**src/rtl/aidc_lite_comp_pkg.sv**
```systemverilog
// aidc_lite_comp_pkg: block geometry, header layout and FSM state set shared
// by the zero-word-elimination compressor files.
package aidc_lite_comp_pkg;
  localparam int BLK_WORDS      = 16;
  localparam int WORD_W         = 64;
  localparam int ADDR_W         = 4;
  localparam int OUT_W          = 32;
  localparam int RPTR_W         = 6;
  localparam int HDR_BITMAP_LSB = 0;
  localparam int HDR_CNT_LSB    = 16;
  localparam int HDR_CNT_W      = 5;

  typedef enum logic [1:0] {
    S_IDLE = 2'd0,
    S_SCAN = 2'd1,
    S_LAST = 2'd2,
    S_OUT  = 2'd3
  } state_e;

  function automatic logic [OUT_W-1:0] make_hdr(input logic [HDR_CNT_W-1:0] cnt,
                                                input logic [BLK_WORDS-1:0] bm);
    logic [OUT_W-1:0] h;
    h = '0;
    h[HDR_BITMAP_LSB +: BLK_WORDS] = bm;
    h[HDR_CNT_LSB +: HDR_CNT_W]    = cnt;
    return h;
  endfunction
endpackage

```
**src/rtl/aidc_lite_comp_if.sv**
```systemverilog
// aidc_lite_comp_if: start/pop handshake, buffer read port and statistics of
// the compressor; slave = compressor core, master = engine/buffer side.
interface aidc_lite_comp_if;
  import aidc_lite_comp_pkg::*;

  logic                 start_i;
  logic                 ready_o;
  logic                 buf_rden_o;
  logic [ADDR_W-1:0]    buf_raddr_o;
  logic [WORD_W-1:0]    buf_rdata_i;
  logic                 rden_i;
  logic [OUT_W-1:0]     rdata_o;
  logic [31:0]          stat_blk_o;
  logic [31:0]          stat_zero_o;

  modport slave (
    input  start_i, buf_rdata_i, rden_i,
    output ready_o, buf_rden_o, buf_raddr_o, rdata_o, stat_blk_o, stat_zero_o
  );

  modport master (
    output start_i, buf_rdata_i, rden_i,
    input  ready_o, buf_rden_o, buf_raddr_o, rdata_o, stat_blk_o, stat_zero_o
  );
endinterface

```
**src/rtl/aidc_lite_comp_ser.sv**
```systemverilog
// aidc_lite_comp_ser: holds the packed nonzero words and serializes header plus
// words as a 32-bit show-ahead stream, low half of each word first.
module aidc_lite_comp_ser
  import aidc_lite_comp_pkg::*;
(
  input  logic                  clk,
  input  logic                  rst_n,
  input  logic                  clr,
  input  logic                  wr_en,
  input  logic [ADDR_W-1:0]     wr_idx,
  input  logic [WORD_W-1:0]     wr_data,
  input  logic                  out_en,
  input  logic                  pop,
  input  logic [HDR_CNT_W-1:0]  nz_cnt,
  input  logic [BLK_WORDS-1:0]  bitmap,
  output logic [OUT_W-1:0]      rdata,
  output logic                  last
);
  logic [WORD_W-1:0]   store [BLK_WORDS];
  logic [RPTR_W-1:0]   rptr;
  logic [RPTR_W-2:0]   rptr_m1;
  logic [WORD_W-1:0]   sel_word;

  always_ff @(posedge clk) begin
    if (wr_en) store[wr_idx] <= wr_data;
  end

  always_ff @(posedge clk or negedge rst_n) begin
    if (!rst_n)              rptr <= '0;
    else if (clr)            rptr <= '0;
    else if (out_en && pop)  rptr <= rptr + 6'd1;
  end

  // word j>=1 maps to store[(j-1)>>1]; (j-1) odd selects the upper half
  assign rptr_m1  = rptr[RPTR_W-2:0] - 5'd1;
  assign sel_word = store[rptr_m1[4:1]];
  assign last     = (rptr == {nz_cnt, 1'b0});

  always_comb begin
    rdata = '0;
    if (out_en) begin
      if (rptr == '0)      rdata = make_hdr(nz_cnt, bitmap);
      else if (rptr_m1[0]) rdata = sel_word[63:32];
      else                 rdata = sel_word[31:0];
    end
  end
endmodule

```
**src/rtl/aidc_lite_comp_core.sv**
```systemverilog
// aidc_lite_comp_core: zero-word-elimination compressor for one 16x64-bit block.
// Saturating block / zero-word counters are built only with AIDC_LITE_COMP_STAT_EN.
module aidc_lite_comp_core
  import aidc_lite_comp_pkg::*;
(
  input  logic            clk,
  input  logic            rst_n,
  aidc_lite_comp_if.slave bus
);
  // state | meaning
  // IDLE  | waiting for start_i
  // SCAN  | issuing buffer reads 0..15, capturing each return one cycle later
  // LAST  | capturing the word for address 15
  // OUT   | header and packed words popped by the engine
  localparam logic [1:0] ST_IDLE = 2'(S_IDLE);
  localparam logic [1:0] ST_SCAN = 2'(S_SCAN);
  localparam logic [1:0] ST_LAST = 2'(S_LAST);
  localparam logic [1:0] ST_OUT  = 2'(S_OUT);

  logic [1:0]           state;
  logic                 rd_en_q;
  logic [ADDR_W-1:0]    raddr_q;
  logic                 cap_vld;
  logic [ADDR_W-1:0]    cap_idx;
  logic [BLK_WORDS-1:0] bitmap;
  logic [HDR_CNT_W-1:0] nz_cnt;
  logic                 ready_q;
  logic                 capture;
  logic                 word_nz;
  logic                 start_acc;
  logic                 out_en;
  logic                 last;
  logic                 final_pop;

  assign word_nz   = |bus.buf_rdata_i;
  assign capture   = cap_vld && ((state == ST_SCAN) || (state == ST_LAST));
  assign start_acc = (state == ST_IDLE) && bus.start_i;
  assign out_en    = (state == ST_OUT);
  assign final_pop = out_en && bus.rden_i && last;

  always_ff @(posedge clk or negedge rst_n) begin
    if (!rst_n) begin
      state   <= ST_IDLE;
      rd_en_q <= 1'b0;
      raddr_q <= '0;
      cap_vld <= 1'b0;
      cap_idx <= '0;
      bitmap  <= '0;
      nz_cnt  <= '0;
      ready_q <= 1'b0;
    end else begin
      // read data returns one cycle after the address, so track what is in flight
      cap_vld <= rd_en_q;
      cap_idx <= raddr_q;
      case (state)
        ST_IDLE: if (bus.start_i) begin
          state   <= ST_SCAN;
          rd_en_q <= 1'b1;
          raddr_q <= '0;
          bitmap  <= '0;
          nz_cnt  <= '0;
        end
        ST_SCAN: begin
          if (raddr_q == 4'(BLK_WORDS - 1)) begin
            state   <= ST_LAST;
            rd_en_q <= 1'b0;
            raddr_q <= '0;
          end else begin
            raddr_q <= raddr_q + 4'd1;
          end
        end
        ST_LAST: begin
          state   <= ST_OUT;
          ready_q <= 1'b1;
        end
        ST_OUT: if (final_pop) begin
          state   <= ST_IDLE;
          ready_q <= 1'b0;
        end
        default: state <= ST_IDLE;
      endcase
      if (capture) begin
        bitmap[cap_idx] <= word_nz;
        if (word_nz) nz_cnt <= nz_cnt + 5'd1;
      end
    end
  end

  aidc_lite_comp_ser u_ser (
    .clk     (clk),
    .rst_n   (rst_n),
    .clr     (start_acc),
    .wr_en   (capture && word_nz),
    .wr_idx  (nz_cnt[ADDR_W-1:0]),
    .wr_data (bus.buf_rdata_i),
    .out_en  (out_en),
    .pop     (bus.rden_i),
    .nz_cnt  (nz_cnt),
    .bitmap  (bitmap),
    .rdata   (bus.rdata_o),
    .last    (last)
  );

  assign bus.ready_o     = ready_q;
  assign bus.buf_rden_o  = rd_en_q;
  assign bus.buf_raddr_o = raddr_q;

`ifdef AIDC_LITE_COMP_STAT_EN
  logic [31:0] stat_blk;
  logic [31:0] stat_zero;
  logic [32:0] zero_sum;

  assign zero_sum = {1'b0, stat_zero} + 33'(5'd16 - nz_cnt);

  always_ff @(posedge clk or negedge rst_n) begin
    if (!rst_n) begin
      stat_blk  <= '0;
      stat_zero <= '0;
    end else if (final_pop) begin
      if (stat_blk != '1) stat_blk <= stat_blk + 32'd1;
      stat_zero <= zero_sum[32] ? '1 : zero_sum[31:0];
    end
  end

  assign bus.stat_blk_o  = stat_blk;
  assign bus.stat_zero_o = stat_zero;
`else
  assign bus.stat_blk_o  = '0;
  assign bus.stat_zero_o = '0;
`endif
endmodule
```
**src/flat_wrapper.sv**
```systemverilog
// flat-port wrapper written by rule: the top's interface ports become plain ports
module aidc_lite_comp_core_flat import aidc_lite_comp_pkg::*;
  (clk, rst_n, bus_start_i, bus_buf_rdata_i, bus_rden_i, bus_ready_o, bus_buf_rden_o, bus_buf_raddr_o, bus_rdata_o, bus_stat_blk_o, bus_stat_zero_o);
  aidc_lite_comp_if bus_i ();
  input  logic clk;
  input  logic rst_n;
  input wire logic [$bits(bus_i.start_i)-1:0] bus_start_i;
  input wire logic [$bits(bus_i.buf_rdata_i)-1:0] bus_buf_rdata_i;
  input wire logic [$bits(bus_i.rden_i)-1:0] bus_rden_i;
  output wire logic [$bits(bus_i.ready_o)-1:0] bus_ready_o;
  output wire logic [$bits(bus_i.buf_rden_o)-1:0] bus_buf_rden_o;
  output wire logic [$bits(bus_i.buf_raddr_o)-1:0] bus_buf_raddr_o;
  output wire logic [$bits(bus_i.rdata_o)-1:0] bus_rdata_o;
  output wire logic [$bits(bus_i.stat_blk_o)-1:0] bus_stat_blk_o;
  output wire logic [$bits(bus_i.stat_zero_o)-1:0] bus_stat_zero_o;
  assign bus_i.start_i = bus_start_i;
  assign bus_i.buf_rdata_i = bus_buf_rdata_i;
  assign bus_i.rden_i = bus_rden_i;
  assign bus_ready_o = bus_i.ready_o;
  assign bus_buf_rden_o = bus_i.buf_rden_o;
  assign bus_buf_raddr_o = bus_i.buf_raddr_o;
  assign bus_rdata_o = bus_i.rdata_o;
  assign bus_stat_blk_o = bus_i.stat_blk_o;
  assign bus_stat_zero_o = bus_i.stat_zero_o;
  aidc_lite_comp_core u_core (.clk(clk), .rst_n(rst_n), .bus(bus_i));
endmodule
```
**config.mk**
```make
export PLATFORM = sky130hd
export DESIGN_NAME = aidc_lite_comp_core_flat
export DESIGN_NICKNAME = d
export VERILOG_FILES = /design/src/rtl/aidc_lite_comp_pkg.sv /design/src/rtl/aidc_lite_comp_if.sv /design/src/rtl/aidc_lite_comp_ser.sv /design/src/rtl/aidc_lite_comp_core.sv /design/src/flat_wrapper.sv
export SDC_FILE = /design/constraint.sdc
export NUM_CORES = 1
export LEC_CHECK = 0
export ABC_AREA = 1
export CAP_MARGIN = 25
export CELL_PAD_IN_SITES_DETAIL_PLACEMENT = 0
export CELL_PAD_IN_SITES_GLOBAL_PLACEMENT = 2
export CORE_UTILIZATION = 25
export DETAILED_ROUTE_END_ITERATION = 16
export HOLD_SLACK_MARGIN = 0.05
export PLACE_DENSITY = 0.53
export SYNTH_ARGS = -nofsm -noshare
export SYNTH_HDL_FRONTEND = slang
export SYNTH_SLANG_ARGS = --single-unit
```
**constraint.sdc**
```tcl
create_clock -name clk -period 12.3 [get_ports clk]
set_input_delay 3.075 -clock clk [delete_from_list [all_inputs] [get_ports clk]]
set_output_delay 3.075 -clock clk [all_outputs]
set_load 0.005 [all_outputs]
```
* Yosys cells after proc, flatten, opt, wreduce, memory -nomap -nowiden
Memories as Yosys holds them, arrays and structs flattened.
Index checks and enable logic that the tools add are counted.
** Storage, ports and cells
- Input port bits :: 68
- Latch bits :: 0
- Register bits after elaboration :: 40
- Bits in read-only memories :: 0
- Word-level logic and storage cells :: 70
- Memory bits (writable) :: 1024
- Memories kept :: 1
- Output and inout port bits :: 102
** Memories
- u_core.u_ser.store :: depth 16, bits a word 64, rd ports 1, clocked after memory_dff 0, wr ports 1, RTL line aidc_lite_comp_ser.sv:19 : logic [WORD_W-1:0] store [BLK_WORDS];
** Cells by class
- Order comparisons :: 2
- Shifts and indexed selects :: 0
- Bitwise logic cells :: 0
- Mux-type cells :: 29
- $mul :: 0
- Reductions and logical operators :: 17
- Div/mod/pow operators :: 0
- Add/subtract/negate cells :: 4
- Equality and inequality tests :: 8
** Operator list (number)
- 32-bit 2-to-1 mux :: 3
- 64-bit OR reduction :: 1
- 16-bit 2-to-1 mux :: 3
- 5-bit 2-to-1 mux :: 4
- 16-bit bitwise mux :: 1
- 6-bit 2-to-1 mux :: 2
- 4-bit 2-to-1 mux :: 2
- 2-bit case mux with 4 select lines :: 1
- 4-bit case mux with 2 select lines :: 1
- 6-bit by 1-bit adder with 6-bit output (second input constant) :: 1
- 6-bit equality test :: 1
- 1-bit logical AND :: 6
- 6-bit logical NOT :: 1
- 1-bit 2-to-1 mux :: 6
- 2-bit 2-to-1 mux :: 3
- 2-bit != test (second input constant) :: 3
- 3-bit AND reduction :: 2
- 2-bit nonzero test :: 3
- 5-bit by 1-bit adder with 5-bit output (second input constant) :: 1
- 4-bit by 5-bit less-than comparator with 1-bit output (second input constant) :: 1
- 5-bit by 1-bit subtractor with 5-bit output (second input constant) :: 1
- 4-bit by 1-bit adder with 4-bit output (second input constant) :: 1
- 1-bit demux with 4-bit select :: 1
- 2-bit equality test (second input constant) :: 2
- 7 further kinds :: 9

* Depth between registers and ports, before layout
- Depth in word-level cells :: 6
- Gate-level depth with buffers :: 19
- Gate-level depth less buffers :: 13

* Modules after synthesis
Synthesis repeated with hierarchy kept, for this count alone.
** Second synthesis, totals
- Cells, all modules :: 4104
- Area, all modules :: 44934.3 µm²
** By module, submodules not included
- aidc_lite_comp_ser :: area each 42607.1 µm², sequential area each 30899.6 µm², times used 1, cells each 3786
- aidc_lite_comp_core :: area each 2327.2 µm², sequential area each 850.8 µm², times used 1, cells each 318

* Worst setup path before layout
No wires, ideal clock.
- Path kind :: input to register
- Start :: in bus_buf_rdata_i[1]
- End :: mem u_core.u_ser.store[3][0] (enable)
- Arrival time :: 8.079 ns
- Setup time :: 0.565 ns
- Path buffers :: 1
- Stages on the path :: 9
- Setup slack :: 3.656 ns
- Data required time :: 11.735 ns
- Cells stage by stage :: nor2_1 -> nand2_1 -> nor2_1 -> nand2_1 -> nor3_1 -> nand2_1 -> nand2_1 -> buf_2 -> nor3_1
** On the way
- Cells in the longest elaborated chain, start to end :: 4
** Ends and longest elaborated chain
- from (decl) :: RTL line flat_wrapper.sv:8 : input wire logic [$bits(bus_i.buf_rdata_i)-1:0] bus_buf_rdata_i;
- 64-bit OR reduction :: RTL line aidc_lite_comp_core.sv:35 : assign word_nz = |bus.buf_rdata_i;
- 1-bit logical AND :: RTL line aidc_lite_comp_core.sv:93 : .wr_en (capture && word_nz),
- 1-bit 2-to-1 mux :: RTL line aidc_lite_comp_ser.sv:25 : if (wr_en) store[wr_idx] <= wr_data;
- 1-bit 2-to-1 mux (implied by the code) :: RTL line aidc_lite_comp_ser.sv:25
- to (decl) :: RTL line aidc_lite_comp_ser.sv:19
No other way between the ends.

* Final worst setup path
- Start :: reg u_core.u_ser.rptr[0]
- End :: out bus_rdata_o[11]
** On the way
- Cells in the longest elaborated chain, start to end :: 5
- Elaborated cells on any way between the ends :: 6
- Classes of those cells :: add/sub (1); mux (3); reduce/logical (1); memory (1)
** Ends and longest elaborated chain
- from (decl) :: RTL line aidc_lite_comp_ser.sv:20 : logic [RPTR_W-1:0] rptr;
- from (signal assigned) :: RTL line aidc_lite_comp_ser.sv:31 : else if (out_en && pop) rptr <= rptr + 6'd1;
- 5-bit by 1-bit subtractor with 5-bit output :: RTL line aidc_lite_comp_ser.sv:35 : assign rptr_m1 = rptr[RPTR_W-2:0] - 5'd1;
- memory read 16 x 64 bit
- 32-bit 2-to-1 mux :: RTL line aidc_lite_comp_ser.sv:43 : else if (rptr_m1[0]) rdata = sel_word[63:32];
- 32-bit 2-to-1 mux (*) :: RTL line aidc_lite_comp_ser.sv:42 : if (rptr == '0) rdata = make_hdr(nz_cnt, bitmap);
- 32-bit 2-to-1 mux (*) :: RTL line aidc_lite_comp_ser.sv:41 : if (out_en) begin
- to (decl) :: RTL line flat_wrapper.sv:13 : output wire logic [$bits(bus_i.rdata_o)-1:0] bus_rdata_o;
Every way passes the cells marked *; elsewhere a longest branch is shown, timed or not.

==> results.py <==
metrics = {
    "job": {
        "maxCapViolations": 0,
    },
    "yosys": {
        "ys.flop_type": "edfxtp_1",
        "async_flop_share": 0.0376,
        "ys_top_cells_by_count": "edfxtp_1 (1,024), nand2_1 (930), nor2_1 (770), nand3_1 (405), o21ai_0 (321)",
        "synth_area_leaders": "edfxtp_1 (69%), nand2_1 (7.8%), nor2_1 (6.4%)",
        "synth_most_common_cell": "edfxtp_1",
        "synth.avg_cell_area_um2": 11.0,
        "synthesis.instances": 4081,
        "synth-seq-area-share": 0.708,
        "synth_area_mm2": 0.0449,
        "post_synth_num_cell_types": 31,
        "yosysWarnings": 0,
        "synth_edf_count": 1024,
        "synth_top_area_frac": 0.686,
        "synth_top_cell_by_area": "edfxtp_1",
        "synth-seq-cells": 1064,
    },
    "die": {
        "start_util": 0.252,
        "rows": 155,
        "die_h_um": 426,
        "die-area_mm2": 0.181,
        "fp.dieW_um": 426,
        "core_mm2": 0.178,
        "io_pins": 170,
    },
    "sta": {
        "hold_violations": 0,
        "worst_slack_ps": 2630,
        "period_share": 0.786,
        "worst_slew_pin_slew_ps": 1060,
        "finalCriticalPeriod_ps": 9670,
        "setup-tns-final_ps": 0,
        "fin_skew_ps": 30.9,
        "fmax_mhz": 103,
        "drv_slew": 0,
        "setup_violations": 0,
        "rsz0062_at_grt": "false",
        "whs_ps": 424,
        "slew_headroom": 0.296,
    },
    "drt": {
        "drtAntennaViolNets": 0,
        "routed_wl_um": 155000,
        "num_vias": 29523,
        "drtPass1Iterations": 7,
        "drt_iter0_drc": 1760,
        "drcViolationCount": 0,
        "routed_via_density": 4.43,
        "wl_per_cell_um": 23.3,
    },
    "worst_setup_path": {
        "end_kind": "output port",
        "path_common_cell": "nand3_1",
        "crit_chain": "clkinv_2, ha_4, inv_1, nand2_1, nand2_4, buf_4, buf_4, o21ai_0, nand3_1, nand3_1, nand3_1, nand3_1, nand2_1, inv_1, clkdlybuf4s50_1",
        "crit_type": "flip-flop to output port",
        "cp.arrival_ps": 6590,
        "worstReg2RegEnd": "u_core.u_ser.store[15][59]",
        "max_stage_delay_ps": 810,
        "crit_family": "buffers and inverters",
        "reg2reg_depth": 7,
        "crit_slowest_cell": "clkinv_2",
        "ff2ff_setup_slack_ps": 8170,
        "required_ps": 9220,
        "crit-reg2reg-launch": "u_core.state[0]",
        "worst_setup_path_start_kind": "flip-flop",
        "critical_path.max_fanout": 44,
        "critPathBufInv": 6,
    },
    "worst_hold_path": {
        "whs_endpoint": "u_core.cap_vld",
        "min_path_type": "flip-flop to flip-flop",
        "hold_depth": 0,
        "hold_start": "u_core.bus.buf_rden_o",
    },
    "power_and_ir_drop": {
        "leakage_nw": 19.3,
        "powerDensity_mw_per_mm2": 268,
        "clock_power_share": 0.260,
        "power.total_mw": 14.1,
        "peakVddDrop_mv": 0.287,
        "switching_share": 0.440,
        "power.switching_mw": 6.23,
        "pwr-share-seq": 0.311,
        "comb_power_share": 0.428,
        "p_int_mw": 7.92,
    },
    "placement": {
        "dp_hpwl_um": 85800,
        "gp_congestion": 0.730,
        "place_area_mm2": 0.0486,
        "portBuffers": 105,
        "dp_slack_ps": 3130,
        "place_inst": 6417,
    },
    "global_routing": {
        "grt_pass1_vias": 29509,
        "antenna_found_initial": 10,
        "grt_pass1_wl_um": 223000,
        "track_usage": 0.171,
        "grt_overflow": 0,
        "grt_max_degree": 147,
    },
    "clock_tree": {
        "insertion_delay_ps": 770,
        "cts_buffer_depth": 3,
        "cts_resized": 0,
        "cts_buffers": 132,
        "postCtsHoldBufs": 0,
        "cts.sinks": 1064,
        "cts.htree.levels": 4,
        "clkTransAtPathRegs_ps": 60,
        "post_cts_buffers": 0,
        "cts_tree": "done",
        "cts-root-buf": "clkbuf_16",
    },
    "final_layout": {
        "final.fill_count": 18303,
        "final_nets": 4277,
        "final_area_mm2": 0.0527,
        "fin_cells": 6659,
        "multi_input_area_mm2": 0.0113,
        "utilization": 0.296,
        "regArea_mm2": 0.0318,
        "syn2layout_area_growth_pct": 17.5,
        "drive_gt1_frac": 0.0744,
    },
    "outcome": {
        "outcome": "completed",
    },
}
## kinds of logic after synthesis
group / share of synthesized area
simple gates: 0.191
flops: 0.708
buf+inv: 0.0490
compound gates: 0.0465
fa+ha+maj: 0.00335
xor+xnor: 0.00173
other cells: 0.0000836
mux: 0.000251
## sequential cells by signal, summed over array words and instances (netlist names)
| name | cells |
|---|---|
| u_core.bus.buf_raddr_o | 4 |
| u_core.bus.buf_rden_o | 1 |
| u_core.u_ser.store | 1024 |
| u_core.cap_vld | 1 |
| u_core.bitmap | 16 |
| u_core.nz_cnt | 5 |
| u_core.cap_idx | 4 |
| u_core.u_ser.rptr | 6 |
| u_core.state | 2 |
| u_core.bus.ready_o | 1 |
## placed cells by master, fill, tap and decap left out, types with 11 or more instances in the layout
cell / n
conb_1: 64
o21ai_1: 36
o21ai_0: 321
clkdlybuf4s50_1: 104
clkinv_2: 24
ha_1: 11
nand3_1: 405
clkbuf_1: 32
nor2_1: 769
dfrtp_1: 39
clkinv_1: 28
a21oi_1: 37
inv_1: 149
edfxtp_1: 1024
nor3_2: 15
buf_4: 94
clkbuf_16: 136
nand2_1: 926
o31ai_1: 12
## routing by layer
| metal | vias to the layer above | global-route usage | wire length (um) |
|---|---|---|---|
| li1 | 14046 | - | - |
| met1 | 14751 | 0.232 | 71900 |
| met2 | 541 | 0.286 | 75200 |
| met3 | 173 | 0.0259 | 5340 |
| met4 | 12 | 0.0406 | 2770 |
| met5 | - | 0 | 81 |
## final cells by class
type / count / area share
Clock inverter: 69 / 0.00933
Tap cell: 2355 / 0.0559
Multi-Input combinational cell: 2630 / 0.214
Sequential cell: 1064 / 0.602
Clock buffer: 170 / 0.0674
Inverter: 155 / 0.0114
Antenna cell: 2 / 0.0000949
Timing Repair Buffer: 214 / 0.0398
## worst max-delay path by stage
stage                         start                  endpoint  cells after the start
2_1_floorplan    bus_buf_rdata_i[1]  u_core.u_ser.store[3][0]                      9
3_3_place_gp   u_core.u_ser.rptr[0]           bus_rdata_o[11]                     15
3_5_place_dp   u_core.u_ser.rptr[0]           bus_rdata_o[11]                     15
4_1_cts        u_core.u_ser.rptr[0]           bus_rdata_o[11]                     15
5_1_grt        u_core.u_ser.rptr[0]           bus_rdata_o[11]                     15
6_report       u_core.u_ser.rptr[0]           bus_rdata_o[11]                     15
## power by group through the flow
| stage | Combinational (mW) | Sequential [mW] | Clock (mW) |
|---|---|---|---|
| 6_report | 6.06 | 4.40 | 3.68 |
| 5_1_grt | 6.79 | 4.43 | 3.92 |
| 4_1_cts | 6.31 | 4.40 | 3.80 |
| 3_5_place_dp | 6.29 | 4.48 | 0 |
| 3_3_place_gp | 6.32 | 4.48 | 0 |
| 2_1_floorplan | 3.71 | 4.49 | 0 |
Note: power is estimated with default switching activity, not from simulation.
